## src/rtl/colour_lookup.sv

```systemverilog
`default_nettype none
// ============================================================================
// Module   : colour_lookup
// Purpose  : Per-pixel palette stage in front of a synchronous-read colour
//            ROM (2^ADDR_W x 12-bit RGB444). Each incoming field value is
//            right-shifted, saturated to the ROM address range and offset by
//            a per-frame animation phase to form the ROM address. The ROM
//            data is returned together with the video sidebands through a
//            two-stage valid/ready pipeline with full backpressure.
//
// Ports    : clk, rst_n                      clock, async active-low reset
//            in_valid / in_ready             upstream handshake
//            in_field                        scalar field value (FIELD_W)
//            in_sof                          first pixel of frame
//            in_de, in_hsync, in_vsync       input video sidebands
//            rom_en, rom_addr                ROM read request (registered addr)
//            rom_dout                        ROM data, one edge after request
//            out_valid / out_ready           downstream handshake
//            out_r, out_g, out_b             RGB444 colour (0 when blanked)
//            out_de, out_hsync, out_vsync    sidebands aligned with colour
//
// Revision : 1.0  initial release
// ============================================================================
module colour_lookup #(
   parameter int FIELD_W    = 16,
   parameter int SHIFT      = 4,
   parameter int ADDR_W     = 11,
   parameter int PHASE_STEP = 1
) (
   input  logic              clk,
   input  logic              rst_n,

   input  logic              in_valid,
   output logic              in_ready,
   input  logic [FIELD_W-1:0] in_field,
   input  logic              in_sof,
   input  logic              in_de,
   input  logic              in_hsync,
   input  logic              in_vsync,

   output logic              rom_en,
   output logic [ADDR_W-1:0] rom_addr,
   input  logic [11:0]       rom_dout,

   output logic              out_valid,
   input  logic              out_ready,
   output logic [3:0]        out_r,
   output logic [3:0]        out_g,
   output logic [3:0]        out_b,
   output logic              out_de,
   output logic              out_hsync,
   output logic              out_vsync
);

   // Phase increment reduced to the address width; the phase accumulator
   // is intentionally modulo 2^ADDR_W.
   localparam logic [ADDR_W-1:0] c_PHASE_STEP = ADDR_W'(PHASE_STEP);

   // ------------------------------------------------------------------------
   // Pipeline state
   // ------------------------------------------------------------------------
   // Stage A: address register (rom_addr) plus beat qualifiers.
   logic              r_valid_a;
   logic              r_de_a;
   logic              r_hsync_a;
   logic              r_vsync_a;

   // Stage B: ROM output (held inside the ROM) plus beat qualifiers.
   logic              r_valid_b;
   logic              r_de_b;
   logic              r_hsync_b;
   logic              r_vsync_b;

   // Animation phase for the current frame.
   logic [ADDR_W-1:0] r_phase;

   // ------------------------------------------------------------------------
   // Handshake
   // ------------------------------------------------------------------------
   logic              w_advance;
   logic              w_accept;

   // B can take a new beat when it is empty or being drained this cycle.
   // An empty B therefore always advances, collapsing bubbles even when the
   // downstream is not ready.
   assign w_advance = !r_valid_b || out_ready;

   // A can accept when it moves into B this cycle or is already empty.
   assign in_ready  = w_advance || !r_valid_a;
   assign w_accept  = in_valid && in_ready;

   // The ROM only reads when A's contents actually move into B, so its
   // output register holds its value throughout a stall.
   assign rom_en    = w_advance && r_valid_a;

   // ------------------------------------------------------------------------
   // Address generation
   // ------------------------------------------------------------------------
   logic [FIELD_W-1:0] w_shifted;
   logic [ADDR_W-1:0]  w_scaled;
   logic [ADDR_W-1:0]  w_ph_eff;
   logic [ADDR_W-1:0]  w_addr_next;

   assign w_shifted = in_field >> SHIFT;

   // Saturate only when the shifted field can exceed the address range;
   // otherwise it is simply zero-extended.
   generate
      if (FIELD_W > ADDR_W) begin : g_sat
         assign w_scaled = (|w_shifted[FIELD_W-1:ADDR_W]) ? {ADDR_W{1'b1}}
                                                         : w_shifted[ADDR_W-1:0];
      end else begin : g_nosat
         assign w_scaled = ADDR_W'(w_shifted);
      end
   endgenerate

   // The start-of-frame pixel already uses the new frame's phase.
   assign w_ph_eff    = in_sof ? (r_phase + c_PHASE_STEP) : r_phase;

   // Adding the phase after saturation wraps the top of the palette back to
   // the bottom; this is the animation effect, not an overflow bug.
   assign w_addr_next = w_scaled + w_ph_eff;

   // ------------------------------------------------------------------------
   // Phase accumulator: advances only on accepted start-of-frame beats.
   // ------------------------------------------------------------------------
   always_ff @(posedge clk or negedge rst_n) begin
      if (!rst_n) begin
         r_phase <= '0;
      end else if (w_accept && in_sof) begin
         r_phase <= w_ph_eff;
      end
   end

   // ------------------------------------------------------------------------
   // Stage A
   // ------------------------------------------------------------------------
   always_ff @(posedge clk or negedge rst_n) begin
      if (!rst_n) begin
         r_valid_a <= 1'b0;
         rom_addr  <= '0;
         r_de_a    <= 1'b0;
         r_hsync_a <= 1'b0;
         r_vsync_a <= 1'b0;
      end else if (w_accept) begin
         r_valid_a <= 1'b1;
         rom_addr  <= w_addr_next;
         r_de_a    <= in_de;
         r_hsync_a <= in_hsync;
         r_vsync_a <= in_vsync;
      end else if (w_advance) begin
         // Contents moved into B with nothing behind them.
         r_valid_a <= 1'b0;
      end
   end

   // ------------------------------------------------------------------------
   // Stage B: the ROM captures its data on the same edge.
   // ------------------------------------------------------------------------
   always_ff @(posedge clk or negedge rst_n) begin
      if (!rst_n) begin
         r_valid_b <= 1'b0;
         r_de_b    <= 1'b0;
         r_hsync_b <= 1'b0;
         r_vsync_b <= 1'b0;
      end else if (w_advance) begin
         r_valid_b <= r_valid_a;
         r_de_b    <= r_de_a;
         r_hsync_b <= r_hsync_a;
         r_vsync_b <= r_vsync_a;
      end
   end

   // ------------------------------------------------------------------------
   // Outputs
   // ------------------------------------------------------------------------
   logic [11:0] w_colour;

   // Blanked or empty beats carry black so stale ROM data never leaks out.
   assign w_colour  = (r_valid_b && r_de_b) ? rom_dout : 12'h000;

   assign out_r     = w_colour[11:8];
   assign out_g     = w_colour[7:4];
   assign out_b     = w_colour[3:0];
   assign out_valid = r_valid_b;
   assign out_de    = r_de_b;
   assign out_hsync = r_hsync_b;
   assign out_vsync = r_vsync_b;

endmodule
`default_nettype wire

```

## config.mk

```make
export PLATFORM = sky130hd
export DESIGN_NAME = colour_lookup
export DESIGN_NICKNAME = d
export VERILOG_FILES = /design/src/rtl/colour_lookup.sv
export SDC_FILE = /design/constraint.sdc
export NUM_CORES = 1
export LEC_CHECK = 0
export ABC_AREA = 1
export CAP_MARGIN = 20
export CORE_UTILIZATION = 38
export CTS_CLUSTER_SIZE = 14
export DETAILED_ROUTE_END_ITERATION = 6
export PLACE_DENSITY = 0.68
export SETUP_SLACK_MARGIN = 0.1
export SKIP_LAST_GASP = 1
export SLEW_MARGIN = 40
export SYNTH_ARGS = -nofsm -noshare
export SYNTH_HDL_FRONTEND = slang
export SYNTH_SLANG_ARGS = --single-unit
export TNS_END_PERCENT = 30
```

## constraint.sdc

```tcl
create_clock -name clk -period 6.1 [get_ports clk]
set_input_delay 1.525 -clock clk [delete_from_list [all_inputs] [get_ports clk]]
set_output_delay 1.525 -clock clk [all_outputs]
set_load 0.005 [all_outputs]
```

==> results.txt <==
----------------------------------------------------
[Run status]
  Result of the run ... complete, no violations

[Min path]
  Min-delay src ... rom_addr[8]$_DFFE_PN0P_
  Worst hold path class ... reg2reg
  End point of the worst hold path ... rom_addr[8]$_DFFE_PN0P_
  Min-Delay Path Depth ... 2

[Timing]
  Slew @ Worst Pin ... between 0.6 and 0.7 ns
  Tcrit/Tclk final ... just under 70%
  Finish-stage setup viols ... 0
  Final hold violations ... 0
  Shortest clock period the worst path allows after layout ... ~4.2 ns
  Final count of pins violating max slew ... 0
  Worst Setup Slack, final ... about 1.9 ns
  Unrepaired setup endpoints after global routing ... false
  Worst relative slew slack ... 53.5%
  Aggregate negative setup slack ... 0 ns
  Worst setup skew after layout ... 0.00433 ns
  Achievable frequency ... approximately 0.24 GHz

[Critical path]
  Number of cell instances on the worst register-to-register path ... 13
  Delay of the slowest cell on the worst path ... 0.51 ns
  Reg2reg setup slack ... ~3.6 ns
  Worst Path Class, Setup ... in2out
  Startpoint Class ... input port
  Launch point of the worst reg-to-reg path ... r_phase[0]$_DFFE_PN0P_
  Cells traversed along the worst timing path ... clkdlybuf4s50_1, nor2_4, nor2_1, clkdlybuf4s50_1
  Worst Path Max Fanout ... 6
  Critical path's most frequent cell ... clkdlybuf4s50_1
  Required time of the critical path ... 4.58 ns
  Capture point of the worst reg-to-reg path ... rom_addr[10]$_DFFE_PN0P_
  Kind of end point of the critical path ... output pin
  Crit path max-delay cell type ... clkdlybuf4s50_1
  CP arrival ... roughly 2.7 ns

[Finish]
  Ratio of cells with drive above 1 in the final layout ... approximately 9.0%
  Count of filler cells inserted in the layout ... around 500
  Fraction of the core area covered by cells at the end of the flow ... 56.0%
  Reg area ... 751 µm²
  Ant diodes ... 0
  Area of combinational cells with multiple inputs ... between 1000 and 1500 µm²
  Layout area overhead ... 38.9%
  Net count, final ... 405

[CTS]
  CTS tree ... yes
  Clock buffer count from CTS ... 5
  Post-CTS Hold Fix Bufs ... 0
  Number of H-tree levels ... 2
  Number of gates resized after cts ... 0
  Clock-pin slew of the registers on the worst-case setup and hold paths ... approximately 0.060 ns
  Clock insertion delay at the later pin of the skew report ... 0.28 ns
  Clock root buffer ... clkbuf_8
  Number of buffers on the longest clock path ... 2
  Setup Fix Bufs, Post-CTS ... 0
  Clock sink count ... 30

[Routing]
  Vias after detailed routing ... between 2000 and 2500
  Remaining antenna violation count ... 0
  DR WL/cell ... 11.8 µm
  Via count normalized by instance count ... between 4 and 5
  Total detailed-routing wirelength ... approximately 5.0 mm
  DRT iter0 DRCs ... 74
  Final routed DRC violation total ... 0
  Number of detailed-route iterations in the first pass ... 4

[Global route]
  Total track usage ... 18.0%
  Pin count of the biggest net entering global routing ... 31
  Global-route wire length before repair ... ~8.4 mm
  Initial antenna violation count ... 0
  Total gr overflow ... 0
  Via count of the first global-routing pass ... ~1900

[Floorplan]
  Number of placement rows ... 26
  Starting Density ... about 40%
  Full die area ... around 5800 µm²
  Vert. Die Dim ... 76.3 µm
  Num ports ... 65
  Core region area ... between 5000 and 6000 µm²
  Die X-Extent ... around 76 µm

[Flow run]
  MaxCap Viol Count ... 0

[Pwr]
  Power per Cell Area ... 353 nW/µm²
  Peak supply drop ... approximately 130 µV
  Leakage component of the power ... ~1.4 nW

[Logic synthesis]
  Flop and latch count out of synthesis ... 30
  Number of distinct library cell variants in the gate-level netlist after synthesis ... 28
  Portion of the post-synthesis area used by sequential elements ... a little over a third
  Syn_nets ... 342
  Total standard cell area after synthesis ... roughly 2100 µm²
  Count of synthesis-stage warnings from yosys ... 0
  Synthesized netlist cell count ... 293
  Per-instance average area after synthesis ... around 7.2 µm²

[Placed design]
  Routability congestion estimate ... around 0.91
  Port bufs ... 60
  Worst slack, placed ... 1.87 ns
  Detail Placement HPWL ... around 3.9 mm

----------------------------------------------------
==> state kept, by name, summed over array words and instances, names as in the netlist <==
| signal | flops |
|---|---|
| r_phase | 11 |
| rom_addr | 11 |
| out_de | 1 |
| out_hsync | 1 |
| out_valid | 1 |
| out_vsync | 1 |
| r_de_a | 1 |
| r_hsync_a | 1 |
| r_valid_a | 1 |
| r_vsync_a | 1 |
==> cells in the mapped netlist, drive strengths merged <==
master | instances | area, µm²
nand2 | 95 | 362
inv | 39 | 146
dfrtp | 30 | 751
nor2 | 29 | 134
nand3 | 20 | 105
o21ai | 20 | 104
ha | 12 | 150
or2 | 11 | 68.8
xor2 | 8 | 77.6
a21oi | 6 | 30.0
nand4 | 6 | 37.5
xnor2 | 4 | 35.0
buf | 3 | 15.0
clkbuf | 2 | 7.51
nor3 | 2 | 20.0
o21bai | 2 | 15.0
a21o | 1 | 7.51
a31oi | 1 | 6.26
fa | 1 | 20.0
nand3b | 1 | 7.51
==> layout make-up <==
cell class              instances  area share (%)
clock buffers                   6            2.83
clock inverters                 2            2.06
inverters                      39            5.02
multi-input cells             219            40.5
flip-flops and latches         30            25.8
well taps                      70            3.00
repair buffers                 61            20.9
==> metal layers <==
| layer | global-route usage (%) | share of wire [%] | wire length, µm | vias to the layer above |
|---|---|---|---|---|
| li1 | - | - | - | 1043 |
| met3 | 5.15 | 6.1 | 309 | 6 |
| met4 | 5.19 | 1.1 | 55 | 0 |
| met2 | 32.0 | 48 | 2430 | 60 |
| met1 | 20.8 | 45 | 2250 | 926 |
| met5 | 0 | 0 | 0 | - |
==> metrics by stage <==
stage	total power [mW]	area, µm²	instances	hold slack, ns
after floorplan	0.590	2100	293	0.442
after global placement	0.767	2770	419	0.455
after CTS	1.04	2920	427	0.481
after global routing	1.11	2920	427	0.504
after detailed placement	0.780	2770	419	0.465
final	1.03	2920	427	0.476
==> power breakdown <==
part,switching [mW],internal (mW),total [mW]
registers,0.0481,0.261,0.309
clock network,0.0755,0.174,0.250
logic,0.241,0.228,0.469
total,0.364,0.664,1.03
==> kinds of logic after synthesis <==
| logic type | Yosys count | share of synthesized area (%) |
|---|---|---|
| AOI/OAI and AO/OA | 30 | 7.75 |
| buffers and inverters | 44 | 8.05 |
| and+or+nand+nor | 164 | 35.0 |
| xor gates and xnor gates | 12 | 5.36 |
| adders and majority gates | 13 | 8.10 |
| DFF | 30 | 35.8 |
==> worst max-delay path by stage <==
| stage | startpoint | endpoint | depth (start not counted) |
|---|---|---|---|
| 4_1_cts | out_ready | rom_en | 4 |
| 3_5_place_dp | out_ready | rom_en | 4 |
| 5_1_grt | out_ready | rom_en | 4 |
| 2_1_floorplan | in_field[15] | rom_addr[8]$_DFFE_PN0P_ | 12 |
| 6_report | out_ready | rom_en | 4 |
| 3_3_place_gp | out_ready | in_ready | 4 |
==> cell usage in the layout, fill, tap and decap left out, types with 7 or more instances in the layout <==
| cell type | count |
|---|---|
| nor2_1 | 25 |
| inv_1 | 38 |
| or2_2 | 11 |
| ha_1 | 12 |
| nand2_1 | 93 |
| o21ai_0 | 17 |
| clkdlybuf4s50_1 | 60 |
| nand3_1 | 19 |
| xor2_1 | 7 |
| dfrtp_1 | 30 |
==> worst max-delay path, delay by kind of cell <==
family	cells	cell delay, ns
simple gates	2	0.17
buf+inv	2	1.01
(Power assumes the default switching activity.)
